`config.mk`:
```
export PLATFORM = sky130hd
export DESIGN_NAME = div_arbiter
export DESIGN_NICKNAME = d
export VERILOG_FILES = /design/src/rtl/div_arbiter.sv
export SDC_FILE = /design/constraint.sdc
export NUM_CORES = 1
export LEC_CHECK = 0
export CAP_MARGIN = 5
export CELL_PAD_IN_SITES_DETAIL_PLACEMENT = 1
export CELL_PAD_IN_SITES_GLOBAL_PLACEMENT = 2
export CORE_ASPECT_RATIO = 1.1
export CORE_UTILIZATION = 34
export DETAILED_ROUTE_END_ITERATION = 8
export PLACE_DENSITY = 0.91
export SLEW_MARGIN = 20
export SYNTH_ARGS = -nofsm -noshare
export SYNTH_HDL_FRONTEND = slang
export SYNTH_SLANG_ARGS = --single-unit
```
`constraint.sdc`:
```
create_clock -name clk -period 5.9 [get_ports clk]
set_input_delay 1.18 -clock clk [delete_from_list [all_inputs] [get_ports clk]]
set_output_delay 1.18 -clock clk [all_outputs]
set_load 0.03 [all_outputs]
```
`src/rtl/div_arbiter.sv`:
```
// Two-requester round-robin front end for a shared restoring divider.
// One quotient bit per clock; result, owner id and divide-by-zero flag held until the next done.
module div_arbiter #(
    parameter int WIDTH = 10
) (
    input  logic             clk,
    input  logic             rstn,
    input  logic             req0,
    input  logic             req1,
    input  logic [WIDTH-1:0] a0,
    input  logic [WIDTH-1:0] b0,
    input  logic [WIDTH-1:0] a1,
    input  logic [WIDTH-1:0] b1,
    output logic             ack0,
    output logic             ack1,
    output logic             busy,
    output logic             done,
    output logic             done_id,
    output logic [WIDTH-1:0] quo,
    output logic [WIDTH-1:0] rem,
    output logic             dbz
);

    localparam int CW = $clog2(WIDTH + 1);

    typedef enum logic {
        IDLE,
        BUSY
    } state_t;

    state_t          state_reg;
    logic [CW-1:0]   cnt_reg;
    logic            last_grant_reg;
    logic [WIDTH-1:0] dvd_reg;
    logic [WIDTH-1:0] dvs_reg;
    logic [WIDTH-1:0] r_reg;

    logic             any_req;
    logic             winner;
    logic [WIDTH-1:0] sel_a;
    logic [WIDTH-1:0] sel_b;
    logic [WIDTH:0]   r_shift;
    logic             fits;
    logic [WIDTH-1:0] r_next;
    logic [WIDTH-1:0] dvd_next;
    logic             last_iter;

    // Both requesting: the one not granted last wins; otherwise the lone requester.
    assign any_req = req0 | req1;
    assign winner  = (req0 & req1) ? ~last_grant_reg : req1;

    genvar gi;
    generate
        for (gi = 0; gi < WIDTH; gi++) begin : g_sel
            assign sel_a[gi] = winner ? a1[gi] : a0[gi];
            assign sel_b[gi] = winner ? b1[gi] : b0[gi];
        end
    endgenerate

    // The shifted partial remainder is WIDTH+1 bits wide so dividends with the MSB set
    // still divide correctly; when its top bit is set it always exceeds the divisor, and
    // the true difference is below the divisor, so a WIDTH-bit subtract is exact.
    assign r_shift   = {r_reg, dvd_reg[WIDTH-1]};
    assign fits      = r_shift[WIDTH] | (r_shift[WIDTH-1:0] >= dvs_reg);
    assign r_next    = fits ? (r_shift[WIDTH-1:0] - dvs_reg) : r_shift[WIDTH-1:0];
    // Quotient bits shift into the low end of the dividend register as its bits are consumed.
    assign dvd_next  = {dvd_reg[WIDTH-2:0], fits};
    assign last_iter = (cnt_reg == CW'(WIDTH - 1));

    always_ff @(posedge clk or negedge rstn) begin
        if (!rstn) begin
            state_reg      <= IDLE;
            cnt_reg        <= '0;
            last_grant_reg <= 1'b1;
            dvd_reg        <= '0;
            dvs_reg        <= '0;
            r_reg          <= '0;
            ack0           <= 1'b0;
            ack1           <= 1'b0;
            busy           <= 1'b0;
            done           <= 1'b0;
            done_id        <= 1'b0;
            quo            <= '0;
            rem            <= '0;
            dbz            <= 1'b0;
        end else begin
            ack0 <= 1'b0;
            ack1 <= 1'b0;
            done <= 1'b0;
            case (state_reg)
                IDLE: begin
                    if (any_req) begin
                        dvd_reg        <= sel_a;
                        dvs_reg        <= sel_b;
                        r_reg          <= '0;
                        cnt_reg        <= '0;
                        last_grant_reg <= winner;
                        ack0           <= ~winner;
                        ack1           <= winner;
                        busy           <= 1'b1;
                        state_reg      <= BUSY;
                    end
                end
                BUSY: begin
                    r_reg   <= r_next;
                    dvd_reg <= dvd_next;
                    cnt_reg <= cnt_reg + 1'b1;
                    if (last_iter) begin
                        quo       <= dvd_next;
                        rem       <= r_next;
                        dbz       <= (dvs_reg == '0);
                        done      <= 1'b1;
                        done_id   <= last_grant_reg;
                        busy      <= 1'b0;
                        state_reg <= IDLE;
                    end
                end
                default: state_reg <= IDLE;
            endcase
        end
    end

endmodule

```
After elaboration in Yosys (flattened, before gate mapping)
Cells that the tools add are included.
- add/subtract/negate cells: 2
- magnitude comparators: 1
- equality and inequality tests: 3
- multiplexer cells: 40
- bitwise logic cells: 6
- reductions and logical operators: 4
- operators with widths (cell ; count):
    10-bit case mux with 2 select lines ; 2
    1-bit two-way mux ; 31
    10-bit two-way mux ; 3
    10-bit greater-or-equal comparator ; 1
    10-bit logical NOT ; 1
    10-bit subtractor ; 1
    4-bit case mux with 2 select lines ; 1
    2-bit AND reduction ; 3
    4-bit by 1-bit adder with 4-bit output, second input constant ; 1
    4-bit == test, second input constant ; 1
    4-bit two-way mux ; 1
    1-bit case mux with 2 select lines ; 2
    1-bit NOT ; 3
    2-bit by 1-bit inequality test with 1-bit output, second input constant ; 1
    2-bit inequality test, second input constant ; 1
    1-bit bitwise OR ; 2
    1-bit AND ; 1
- register bits: 62
- bits of input ports: 44
- output and inout bits: 26
- logic and storage cells: 70

Depth between registers and ports, before layout
- depth in word-level cells: 5
- depth in mapped cells: 10
- mapped depth without buffers: 9

Worst setup path after synthesis
OpenSTA, ideal clock, no wires.
- kind: flip-flop to flip-flop
- start point: register dvd_reg[9]
- end point: register r_reg[6]
- data arrival time: 2.178 ns
- data required time: 5.763 ns
- path slack: 3.585 ns
- stages on the path, launching flop included: 11
- path through: dfrtp_1 > inv_1 > ha_1 > inv_1 > fa_1 > a211oi_2 > nor2_2 > o41a_1 > buf_6 > o211ai_2 > o221ai_1
- longest elaborated chain between the ends: 4
- ends and longest elaborated chain (what ; line ; RTL):
    start, declared ; 34 ; logic [WIDTH-1:0] dvd_reg;
    start signal, assigned ; 93 ; dvd_reg <= sel_a;
    start signal, assigned ; 106 ; dvd_reg <= dvd_next;
    10-bit greater-or-equal comparator ; 64 ; assign fits = r_shift[WIDTH] | (r_shift[WIDTH-1:0] >= dvs_reg);
    1-bit bitwise OR ; 64 ;
    10-bit two-way mux * ; 65 ; assign r_next = fits ? (r_shift[WIDTH-1:0] - dvs_reg) : r_shift[WIDTH-1:0];
    10-bit case mux with 2 select lines * ; 90 ; case (state_reg)
    end signal, assigned ; 105 ; r_reg <= r_next;
    end, declared ; 36 ; logic [WIDTH-1:0] r_reg;
Every way passes the cells marked *; elsewhere a longest branch is shown, timed or not.
A chain may end at the register's enable or synchronous reset.

Worst setup path after layout
- start point: register dvd_reg[9]
- end point: register rem[2]
- longest elaborated chain between the ends: 3
- ends and longest elaborated chain (what ; line ; RTL):
    10-bit greater-or-equal comparator ; 64 ;
    1-bit bitwise OR ; 64 ;
    10-bit two-way mux * ; 65 ;
    end signal, assigned ; 110 ; rem <= r_next;
    end, declared ; 20 ; output logic [WIDTH-1:0] rem,
Marks and branches as above.

==> reports/metrics.cfg <==
[timing]
fin_tns_setup_ns=0
setup_viol=0
worstMarginPinSlew_ns=0.917
max_clock_freq_mhz=346
hold_violations=0
period_share_pct=49.0
slew_viol_final=0
rsz0062_at_grt=no
slew_headroom_pct=38.5
fin_crit_ns=2.89
skew_ns=0.00967
fin_hold_ws_ns=0.479

[placement]
place_congestion=0.856
dp_hpwl_um=6980
placed_area_um2=4080
port-buffer-count=69

[power]
p_seq_share_pct=28.9
clock_power_share_pct=13.8
p_sw_share_pct=47.3
powerDensity_nw_per_um2=659
p_leak_nw=1.88
switching_power_mw=1.34
p_comb_share_pct=57.3
p_int_mw=1.49
ir_drop_uv=234

[critical_path]
cp-start-kind=flop
cp-end-kind=flop
path_delay_family=compound AO/OA/AOI/OAI gates
cp.depth=9
worst-path-buf-inv=2
crit_type=flop to flop
critPathMaxFanout=15
reg2reg_depth=9
path_cells=inv_1 -> ha_1 -> inv_1 -> fa_1 -> a211oi_2 -> nor2_2 -> o41ai_4 -> a21oi_1 -> o31ai_1
critPathRequiredTime_ns=6.14
slowest_delay_ns=0.78
cp_slowest_cell=o41ai_4
crit_top_cell=inv_1
r2r_slack_ns=3.01
cp.arrival_ns=3.13

[routing]
vias_per_cell=5.41
wirelength_um=9640
drc=0
drt_iter0_drc=152
drt.antenna.violating_nets=0
drt_pass1_iterations=5
wire_per_inst_um=18.2
routed-via-count=2869

[finish]
area.growth.synth_to_final_pct=29.8
fin_util_pct=45.6
drive_gt1_share_pct=8.96
final_area_um2=4290
num_antenna_cells=0
final_nets=465

[yosys]
synth_top_flop_cell=dfrtp_1
async_reset_ff_share_pct=100
ys_top_cells_by_area=dfrtp_1 (46%), nand2_1 (7.4%), ha_1 (4.5%), mux2i_1 (3.6%), a222oi_1 (2.7%)
yosys.area.top_type_share_pct=46.2
synth_cell_types=54
ys_warn_count=0
synthCells=343
syn_nets=400
synthesis.area_um2=3300
ys_ff_latch=62
avgSynthCellArea_um2=9.63
yosys.area.top_type=dfrtp_1
seq_area_frac_synth_pct=47.0
synth_edf_count=0

[clocking]
cts_resized=0
cts_buffers=9
clk_pin_slew_ns=0.08
cts_setup_buffers=0
clkSinkCount=62
holdBufCountCts=0
htreeDepth=3
clock_path_buffers=2
cts_tree=built
worstSkewPairLatency_ns=0.35
cts_root_buf=clkbuf_8

[floorplan]
die_w_um=96.0
die_h_um=105
floorplan.initialDensity_pct=35.1
fp-row-count=37
io_pins=70
die_area_um2=10100
core-area_um2=9400

[run_status]
status=completed

[min_path]
worstHoldPathType=flop to flop
worstHoldPathCells=2

[grt]
antenna_found_initial=0
grt.total_usage_pct=20.9
grt_pass1_vias=3108
grt_remaining_overflow=0
grt_max_degree=63
grt_pass1_wl_um=16100

[job]
cap_violations=0

routing by layer:
metal	global-route usage, %	part of all wire (%)	up-vias
met3	4.11	2.6	11
met5	0	0	-
met4	5.65	1.3	0
li1	-	-	1365
met2	35.3	53	49
met1	26.9	43	1444
worst min-delay path: cells and delay by family (launching register included):
kind,cells,cell delay [ns]
AND/OR/NAND/NOR,2,0.11
flip-flops,1,0.34
cell type report:
class                           count  area (µm²)
Timing Repair Buffer               74         723
Tap cell                          117         146
Clock buffer                       10         138
Inverter                           25        93.8
Multi-Input combinational cell    236        1570
Clock inverter                      6        67.6
Fill cell                        1078        5110
Sequential cell                    62        1550
power by group through the flow:
stage | Sequential, mW | Clock [mW] | Combinational, mW
final | 0.817 | 0.390 | 1.62
after global routing | 0.842 | 0.418 | 1.79
after CTS | 0.818 | 0.398 | 1.63
after detailed placement | 0.823 | 0 | 1.61
after global placement | 0.813 | 0 | 1.54
after floorplan | 0.903 | 0 | 1.02
cell usage in the layout, fill, tap and decap left out, types with 5 or more instances in the layout:
master | synthesis | layout
clkdlybuf4s50_1 | 0 | 68
nand2_1 | 65 | 65
dfrtp_1 | 61 | 61
inv_1 | 23 | 23
o21ai_0 | 14 | 14
nor2_1 | 13 | 13
mux2i_1 | 12 | 12
ha_1 | 12 | 12
o21ai_1 | 11 | 11
nand4_1 | 10 | 10
clkbuf_8 | 0 | 10
a22oi_1 | 9 | 9
a21oi_1 | 9 | 9
a222oi_1 | 9 | 9
o211ai_1 | 7 | 7
o31ai_1 | 7 | 7
nand3_1 | 6 | 6
nor3_2 | 3 | 5
buf_4 | 0 | 5
cell families after synthesis:
group,synth area share [%]
adder cells (fa/ha/maj),5.15
AO/OA/AOI/OAI,21.3
XOR/XNOR,1.59
multiplexers,3.64
buffers and inverters,5.83
flip-flops,47.0
AND/OR/NAND/NOR,15.5
final timing paths:
path	start	to
setup / recovery	dvd_reg[9]	rem[2]
hold / removal	quo[7]	quo[7]
setup reg to reg	dvd_reg[9]	rem[2]
hold reg to reg	quo[7]	quo[7]
max in group asynchronous	rstn	dvs_reg[4]
min in group asynchronous	rstn	quo[0]
synthesized netlist by cell type (6+ instances only):
library cell and instances:
a21oi_1 9, a222oi_1 9, nand3_1 6, ha_1 12, nand4_1 10, o21ai_0 14, nand2_1 65, dfrtp_1 61
mux2i_1 12, a22oi_1 9, clkbuf_1 11, nor2_1 13, o211ai_1 7, inv_1 23, o21ai_1 11, buf_2 7
o31ai_1 7
stage by stage:
stage / total power, mW / setup WS (ns) / std cells
floorplan: 1.92 / 3.58 / 343
global placement: 2.36 / 3.06 / 514
detailed placement: 2.44 / 2.97 / 514
CTS: 2.85 / 3.01 / 530
global route: 3.05 / 2.81 / 530
finish: 2.83 / 3.01 / 530
No activity file was read; power rests on OpenSTA's default activity.
